**src/rtl/mem_port_arbiter.sv**
```systemverilog
// Purpose: shares one memory port between fetch (i_*) and load/store (d_*) with one transaction in flight.
// Latency: accept in IDLE -> mem_req next cycle -> response routed combinationally on mem_valid in WAIT (min 2 cycles).
// Backpressure: requesters hold req/fields until their rdy; mem_req/mem_* held stable until mem_rdy.
// Ports: clk/rst (sync, active-high); fetch i_req/i_addr -> i_rdy/i_valid/i_rdata;
//        data d_req/d_we/d_be/d_addr/d_wdata -> d_rdy/d_valid/d_rdata;
//        memory mem_req/mem_we/mem_be/mem_addr/mem_wdata <- mem_rdy/mem_valid/mem_rdata; busy = not IDLE.
module mem_port_arbiter #(
  parameter int bits       = 32,
  parameter int MAX_CONSEC = 4
) (
  input  logic              clk,
  input  logic              rst,
  input  logic              i_req,
  input  logic [bits-1:0]   i_addr,
  output logic              i_rdy,
  output logic              i_valid,
  output logic [bits-1:0]   i_rdata,
  input  logic              d_req,
  input  logic              d_we,
  input  logic [bits/8-1:0] d_be,
  input  logic [bits-1:0]   d_addr,
  input  logic [bits-1:0]   d_wdata,
  output logic              d_rdy,
  output logic              d_valid,
  output logic [bits-1:0]   d_rdata,
  output logic              mem_req,
  output logic              mem_we,
  output logic [bits/8-1:0] mem_be,
  output logic [bits-1:0]   mem_addr,
  output logic [bits-1:0]   mem_wdata,
  input  logic              mem_rdy,
  input  logic              mem_valid,
  input  logic [bits-1:0]   mem_rdata,
  output logic              busy
);

  localparam int CW = $clog2(MAX_CONSEC + 1);
  localparam logic [CW-1:0] CNT_MAX = CW'(MAX_CONSEC);

  typedef enum logic [1:0] {IDLE, ISSUE, WAIT} state_t;

  state_t            state;
  logic              owner_d;   // 1 = load/store owns the transaction, 0 = fetch
  logic              we_q;
  logic [bits/8-1:0] be_q;
  logic [bits-1:0]   addr_q;
  logic [bits-1:0]   wdata_q;
  logic [CW-1:0]     cnt;       // consecutive data grants while fetch waits

  logic starve;
  logic grant_d;
  logic grant_i;
  logic resp;

  // Data normally wins; once fetch has been passed over MAX_CONSEC times, it wins.
  assign starve  = i_req && (cnt == CNT_MAX);
  assign grant_d = (state == IDLE) && d_req && !starve;
  assign grant_i = (state == IDLE) && i_req && !grant_d;

  assign i_rdy = grant_i;
  assign d_rdy = grant_d;

  // Responses are only meaningful in WAIT; stray mem_valid elsewhere is dropped.
  assign resp    = (state == WAIT) && mem_valid;
  assign d_valid = resp && owner_d;
  assign i_valid = resp && !owner_d;

  assign i_rdata = mem_rdata;
  assign d_rdata = mem_rdata;

  assign mem_req   = (state == ISSUE);
  assign mem_we    = we_q;
  assign mem_be    = be_q;
  assign mem_addr  = addr_q;
  assign mem_wdata = wdata_q;

  assign busy = (state != IDLE);

  always_ff @(posedge clk) begin
    if (rst) begin
      state   <= IDLE;
      owner_d <= 1'b0;
      we_q    <= 1'b0;
      be_q    <= '0;
      addr_q  <= '0;
      wdata_q <= '0;
      cnt     <= '0;
    end else begin
      case (state)
        IDLE: begin
          if (grant_d) begin
            state   <= ISSUE;
            owner_d <= 1'b1;
            we_q    <= d_we;
            be_q    <= d_be;
            addr_q  <= d_addr;
            wdata_q <= d_wdata;
            if (i_req && (cnt != CNT_MAX)) cnt <= cnt + 1'b1;
          end else if (grant_i) begin
            state   <= ISSUE;
            owner_d <= 1'b0;
            we_q    <= 1'b0;
            be_q    <= '1;
            addr_q  <= i_addr;
            wdata_q <= '0;
            cnt     <= '0;
          end
        end
        ISSUE: begin
          if (mem_rdy) state <= WAIT;
        end
        WAIT: begin
          if (mem_valid) state <= IDLE;
        end
        default: state <= IDLE;
      endcase
    end
  end

endmodule

```
**config.mk**
```make
export PLATFORM = sky130hd
export DESIGN_NAME = mem_port_arbiter
export DESIGN_NICKNAME = d
export VERILOG_FILES = /design/src/rtl/mem_port_arbiter.sv
export SDC_FILE = /design/constraint.sdc
export NUM_CORES = 1
export LEC_CHECK = 0
export CORE_MARGIN = 2
export CORE_UTILIZATION = 31
export DETAILED_ROUTE_END_ITERATION = 10
export HOLD_SLACK_MARGIN = 0.03
export PLACE_DENSITY = 0.77
export SKIP_CTS_REPAIR_TIMING = 1
export SYNTH_ARGS = -nofsm -noshare
export SYNTH_HDL_FRONTEND = slang
export SYNTH_SLANG_ARGS = --single-unit
```
**constraint.sdc**
```tcl
create_clock -name clk -period 1.5 [get_ports clk]
set_input_delay 0.3 -clock clk [delete_from_list [all_inputs] [get_ports clk]]
set_output_delay 0.3 -clock clk [all_outputs]
set_load 0.005 [all_outputs]
```
==> metrics.cfg, run 1 <==
[timing]
setup_violations = 72
max_freq_mhz = 612
fin_tns_setup_ns = -3.84
finalHoldViolations = 0
drv_slew = 0
layout_min_cycle_time_ns = 1.63
holdWs_ns = 0.465
period_share = 1.09
setup_ws_ns = -0.134
rsz0062_at_grt = yes
slew_headroom = 0.662
tightest_slew_ns = 0.507
skew_ns = 0.00920

[routing]
drt-wirelength-per-cell_um = 18.7
drt-initial-drc-count = 225
drc_errors = 0
vias = 3956
ant_nets = 0
avgViaCountPerCell = 5.38
drtPass1Iterations = 4
finalWirelength_um = 13700

[synth]
synth_top_cell_by_area = dfxtp_1
synth-edff-count = 0
synth_cell_types = 31
ys.flop_type = dfxtp_1
synth_cells = 462
syn-num-nets = 603
synth_seq_cells = 75
synth_top_area_frac = 0.394
synth.avg_cell_area_um2 = 8.24
synthesis.area_um2 = 3810
async_reset_ff_frac = 0
seq_area_frac_synth = 0.394
ys_top_cells_by_area = dfxtp_1 (39%), buf_4 (13%), a311oi_1 (7.4%), nand2_1 (6.7%), a21oi_1 (5.5%)
ys.warnings.count = 0

[outcome]
status = finished, violations left
violations = negative setup slack

[clock_network]
clk_root_buffer_cell = clkbuf_16
cts_tree = built
clock_latency_ns = 0.33
clock_path_buffers = 2
cts_inserted_buffers = 9
htreeDepth = 3
cts.sinks = 75
clkTransAtPathRegs_ns = 0.06

[floorplan]
die_y_um = 115
ios = 278
fp.dieW_um = 115
die_area_um2 = 13200
start_util = 0.317
rows = 40
core_um2 = 12000

[global_route]
grt_pass1_wl_um = 18300
grt_pass1_vias = 3674
grt-ovfl-total = 0
grt_use_total = 0.173
antenna_found_initial = 0
grt_max_degree = 76

[setup_path]
critPathMaxStageDelay_ns = 0.33
cpMaxStageDelayCell = dfxtp_2
crit_type = reg -> out
worstSetupStartpointType = flop
critPathCaptureType = primary output
worstPathArrival_ns = 1.33
crit_chain = buf_6 > nor3b_4 > nand2_1 > inv_2 > nor2_2 > buf_2
path_buf_inv = 3
cp.required_ns = 1.20
critical-path-top-delay-family = simple AND/OR/NAND/NOR gates
path_max_fanout = 8

[layout]
area_delta_synth_final_pct = 68.4
fin_area_um2 = 6410
final_cells = 736
drive_above_1_share = 0.221
diodes = 0
nNetsFinal = 725

[placement]
port_buffers = 181
place_congestion = 0.762
hpwl_um = 7950
dp.cells = 701
placed_cell_area_um2 = 5350

[hold_path]
hp-class = reg -> reg

[job]
cap_violations = 0

[pwr]
ir_worst_vdd_mv = 0.634
p_per_area_nw_per_um2 = 989
finalPower_mw = 6.34
p_leak_nw = 3.16

## cell type report
type / instances / area (um^2)
fill: 1059 / 5600
timing repair buffer: 223 / 2540
multi-input combinational: 271 / 1810
sequential: 75 / 1520
clock buffer: 9 / 225
tap: 147 / 184
clock inverter: 7 / 124
inverter: 4 / 15.0
## power by group
group	switching [mW]	internal [mW]
logic	0.670	0.870
clock network	0.891	1.64
registers	0.0928	2.18
## registers in the layout, indices dropped and copies added, names as in the netlist
| signal | cells |
|---|---|
| mem_wdata | 32 |
| mem_be | 4 |
| state | 2 |
| mem_addr | 32 |
| mem_we | 1 |
| cnt | 3 |
| owner_d | 1 |
## synth_stat cells (2+ instances only)
cell      number
dfxtp_1       75
nand2_1       68
buf_4         64
a21oi_1       42
nand3_1       38
a311oi_1      32
nor3_1        32
clkbuf_1      30
o211ai_1      23
buf_2         15
o211ai_2      10
inv_1          4
o22ai_1        4
buf_6          3
nor2_1         3
ha_1           2
nand4_1        2
nor3b_2        2
## logic make-up after synthesis
family,synth area share
adders and majority gates,0.00657
AOI/OAI and AO/OA,0.219
buffers and inverters,0.189
and+or+nand+nor,0.191
DFF,0.394
## per-layer routing
layer,global-route usage,up-vias,wire (um)
met2,0.302,168,6940
li1,-,1840,-
met4,0.0723,0,239
met5,0,-,0
met3,0.0464,27,1030
met1,0.199,1921,5520
## worst min-delay path: cells and delay by family, from the launching register on
kind           cells  cell delay, ns
AO/OA/AOI/OAI      2            0.11
flip-flops         1            0.32
## metrics by stage
step,utilization,worst slack [ns]
6_report,0.534,-0.134
5_1_grt,0.534,-0.222
4_1_cts,0.475,-0.716
3_5_place_dp,0.446,-0.698
3_3_place_gp,0.446,-0.714
2_1_floorplan,-,-0.0606
## final timing paths
kind                start  slack (ns)  cells after the start            to
max reg2reg      state[1]       -0.12                      5  mem_addr[18]
min          mem_wdata[9]        0.46                      2  mem_wdata[9]
min reg2reg  mem_wdata[9]        0.46                      2  mem_wdata[9]
max              state[0]       -0.13                      6         i_rdy
## layout by cell type (no fill, tap or decap), drive strengths merged
cell type      Yosys  layout
clkdlybuf4s50      0     115
a21oi             42      42
o211ai            33      33
buf               83      40
clkinv             0       1
ha                 2       2
nor4bb             1       1
or3b               2       2
inv                4       6
nor2b              1       1
dfxtp             75      75
nand4b             1       1
nor3              32      32
a22oi              1       1
nor3b              3       3
and4b              1       1
a221oi             1       1
nor2               3       3
clkbuf            30      18
clkinvlp           0       1
a311oi            32      32
and3               1       2
or2                1       1
dlymetal6s2s       0      59
nand2             68      68
nand3             38      38
bufinv             0       3
o22ai              4       4
o21ai              1       1
nand4              2       2
Note: power is estimated with default switching activity, not from simulation.
==> run 2: changes to the inputs <==
--- a/config.mk
+++ b/config.mk
@@ -8,6 +8,7 @@
 export CORE_MARGIN = 2
 export CORE_UTILIZATION = 31
 export DETAILED_ROUTE_END_ITERATION = 10
+export GPL_TIMING_DRIVEN = 0
 export HOLD_SLACK_MARGIN = 0.03
 export PLACE_DENSITY = 0.77
 export SKIP_CTS_REPAIR_TIMING = 1
==> run 2 against run 1 <==
Sequential cell count is the same; critical path depth down 1; via count increased by 15%; non-clock buffer count rose by 161; clock power is 8% lower; sequential share of layout area down 4.4 points; power grew 5.5%; die area unchanged; first-iteration DRC count rose by 43%; register-to-register slack lost 0.20 ns; fmax down 12%; the flow still finishes with violations (negative setup slack).
==> metrics.cfg, run 2 (synthesized netlist as in run 1, its figures left out) <==
[outcome]
status = finished, violations left
violations = negative setup slack

[clock_network]
htreeDepth = 3
clk_root_buffer_cell = clkbuf_16
clkTransAtPathRegs_ns = 0.06
cts_tree = built
clock_path_buffers = 2
cts_inserted_buffers = 9
clock_latency_ns = 0.34
cts.sinks = 75

[layout]
fin_area_um2 = 7870
area_delta_synth_final_pct = 107
multi_input_area_um2 = 1950
diodes = 0
nNetsFinal = 885
drive_above_1_share = 0.308
regArea_um2 = 1520
final_common_cell = clkdlybuf4s50_1
num-fill-cells = 981
final_cell_mix = clkdlybuf4s50_1 (176), buf_4 (84), nand2_1 (64), dfxtp_1 (64), dlymetal6s2s_1 (64)

[pwr]
ir_worst_vdd_mv = 0.570
finalPower_mw = 6.69
p_per_area_nw_per_um2 = 850
p_leak_nw = 3.95

[routing]
vias = 4562
drt-initial-drc-count = 321
finalWirelength_um = 15900
drtPass1Iterations = 4
drc_errors = 0
drt-wirelength-per-cell_um = 17.8
avgViaCountPerCell = 5.09
ant_nets = 0

[global_route]
grt_max_degree = 14
grt_use_total = 0.206
grt_pass1_wl_um = 21600
antenna_found_initial = 0
grt_pass1_vias = 4374
grt-ovfl-total = 0

[timing]
fin_tns_setup_ns = -17.49
setup_violations = 76
period_share = 1.24
skew_ns = 0.0110
finalHoldViolations = 0
setup_ws_ns = -0.356
tightest_slew_ns = 0.625
max_freq_mhz = 539
layout_min_cycle_time_ns = 1.86
rsz0062_at_grt = yes
drv_slew = 0
slew_headroom = 0.584

[floorplan]
rows = 40
die_area_um2 = 13200
die_y_um = 115
fp.dieW_um = 115
start_util = 0.317
core_um2 = 12000
ios = 278

[placement]
port_buffers = 244
pre_cts_ws_ns = -1.33
placed_cell_area_um2 = 6460
hpwl_um = 11000
place_congestion = 0.806

[setup_path]
crit_type = reg -> out
worstPathArrival_ns = 1.56
worstSetupStartpointType = flop
path_max_fanout = 5
cp.required_ns = 1.20
critPathCaptureType = primary output

[job]
cap_violations = 0

[hold_path]
hp-class = in -> reg

## run 2: changes by cell type in the layout (fill, tap and decap cells not counted), moves of 5 or more
| cell | before | now |
|---|---|---|
| nor3_1 | 14 | 2 |
| buf_4 | 13 | 84 |
| clkbuf_1 | 0 | 9 |
| dlymetal6s2s_1 | 59 | 64 |
| nor3_2 | 15 | 20 |
| nor3_4 | 3 | 10 |
| clkbuf_2 | 1 | 7 |
| clkdlybuf4s50_1 | 115 | 176 |
| buf_8 | 2 | 12 |
## run 2: layer usage
layer,GRT usage,share of wire,up-vias
li1,-,-,2163
met4,0.0803,0.019,0
met3,0.0564,0.078,26
met2,0.369,0.52,223
met1,0.233,0.39,2150
met5,0,0,-
## run 2: area by class of cell
type	instances	area share
buffer	110	0.117
clock buffer	11	0.0296
clock inverter	5	0.0108
inverter	4	0.00254
multi-input combinational	270	0.248
sequential	75	0.193
tap	147	0.0234
timing repair buffer	274	0.376
## run 2: stage by stage
step / util / hold slack, ns / std cells
after global placement: 0.538 / 0.460 / 853
after floorplan: - / 0.445 / 462
after detailed placement: 0.538 / 0.465 / 853
after CTS: 0.564 / 0.372 / 869
final: 0.655 / 0.399 / 896
after global routing: 0.655 / 0.424 / 896
## run 2: critical path, cell delays in order (launching register included)
cell and delay [ns]:
dfxtp_2 0.32, buf_6 0.12, or3b_4 0.42, buf_8 0.15, nor2_4 0.10, buf_6 0.10
## run 2: path summary, 6_finish.rpt
kind	slack, ns	cells past startpoint	start	endpoint
worst max-delay path	-0.36	5	state[1]	i_rdy
worst min-delay path	0.40	2	rst	mem_wdata[25]
worst max register to register	-0.32	8	state[1]	mem_wdata[27]
worst min register to register	0.46	2	mem_wdata[13]	mem_wdata[13]
## run 2: power breakdown
part	total (mW)	internal [mW]	leakage (nW)	switching, mW
clock	2.34	1.47	0.151	0.872
sequential	2.29	2.18	0.623	0.112
combinational	2.06	1.25	3.17	0.811
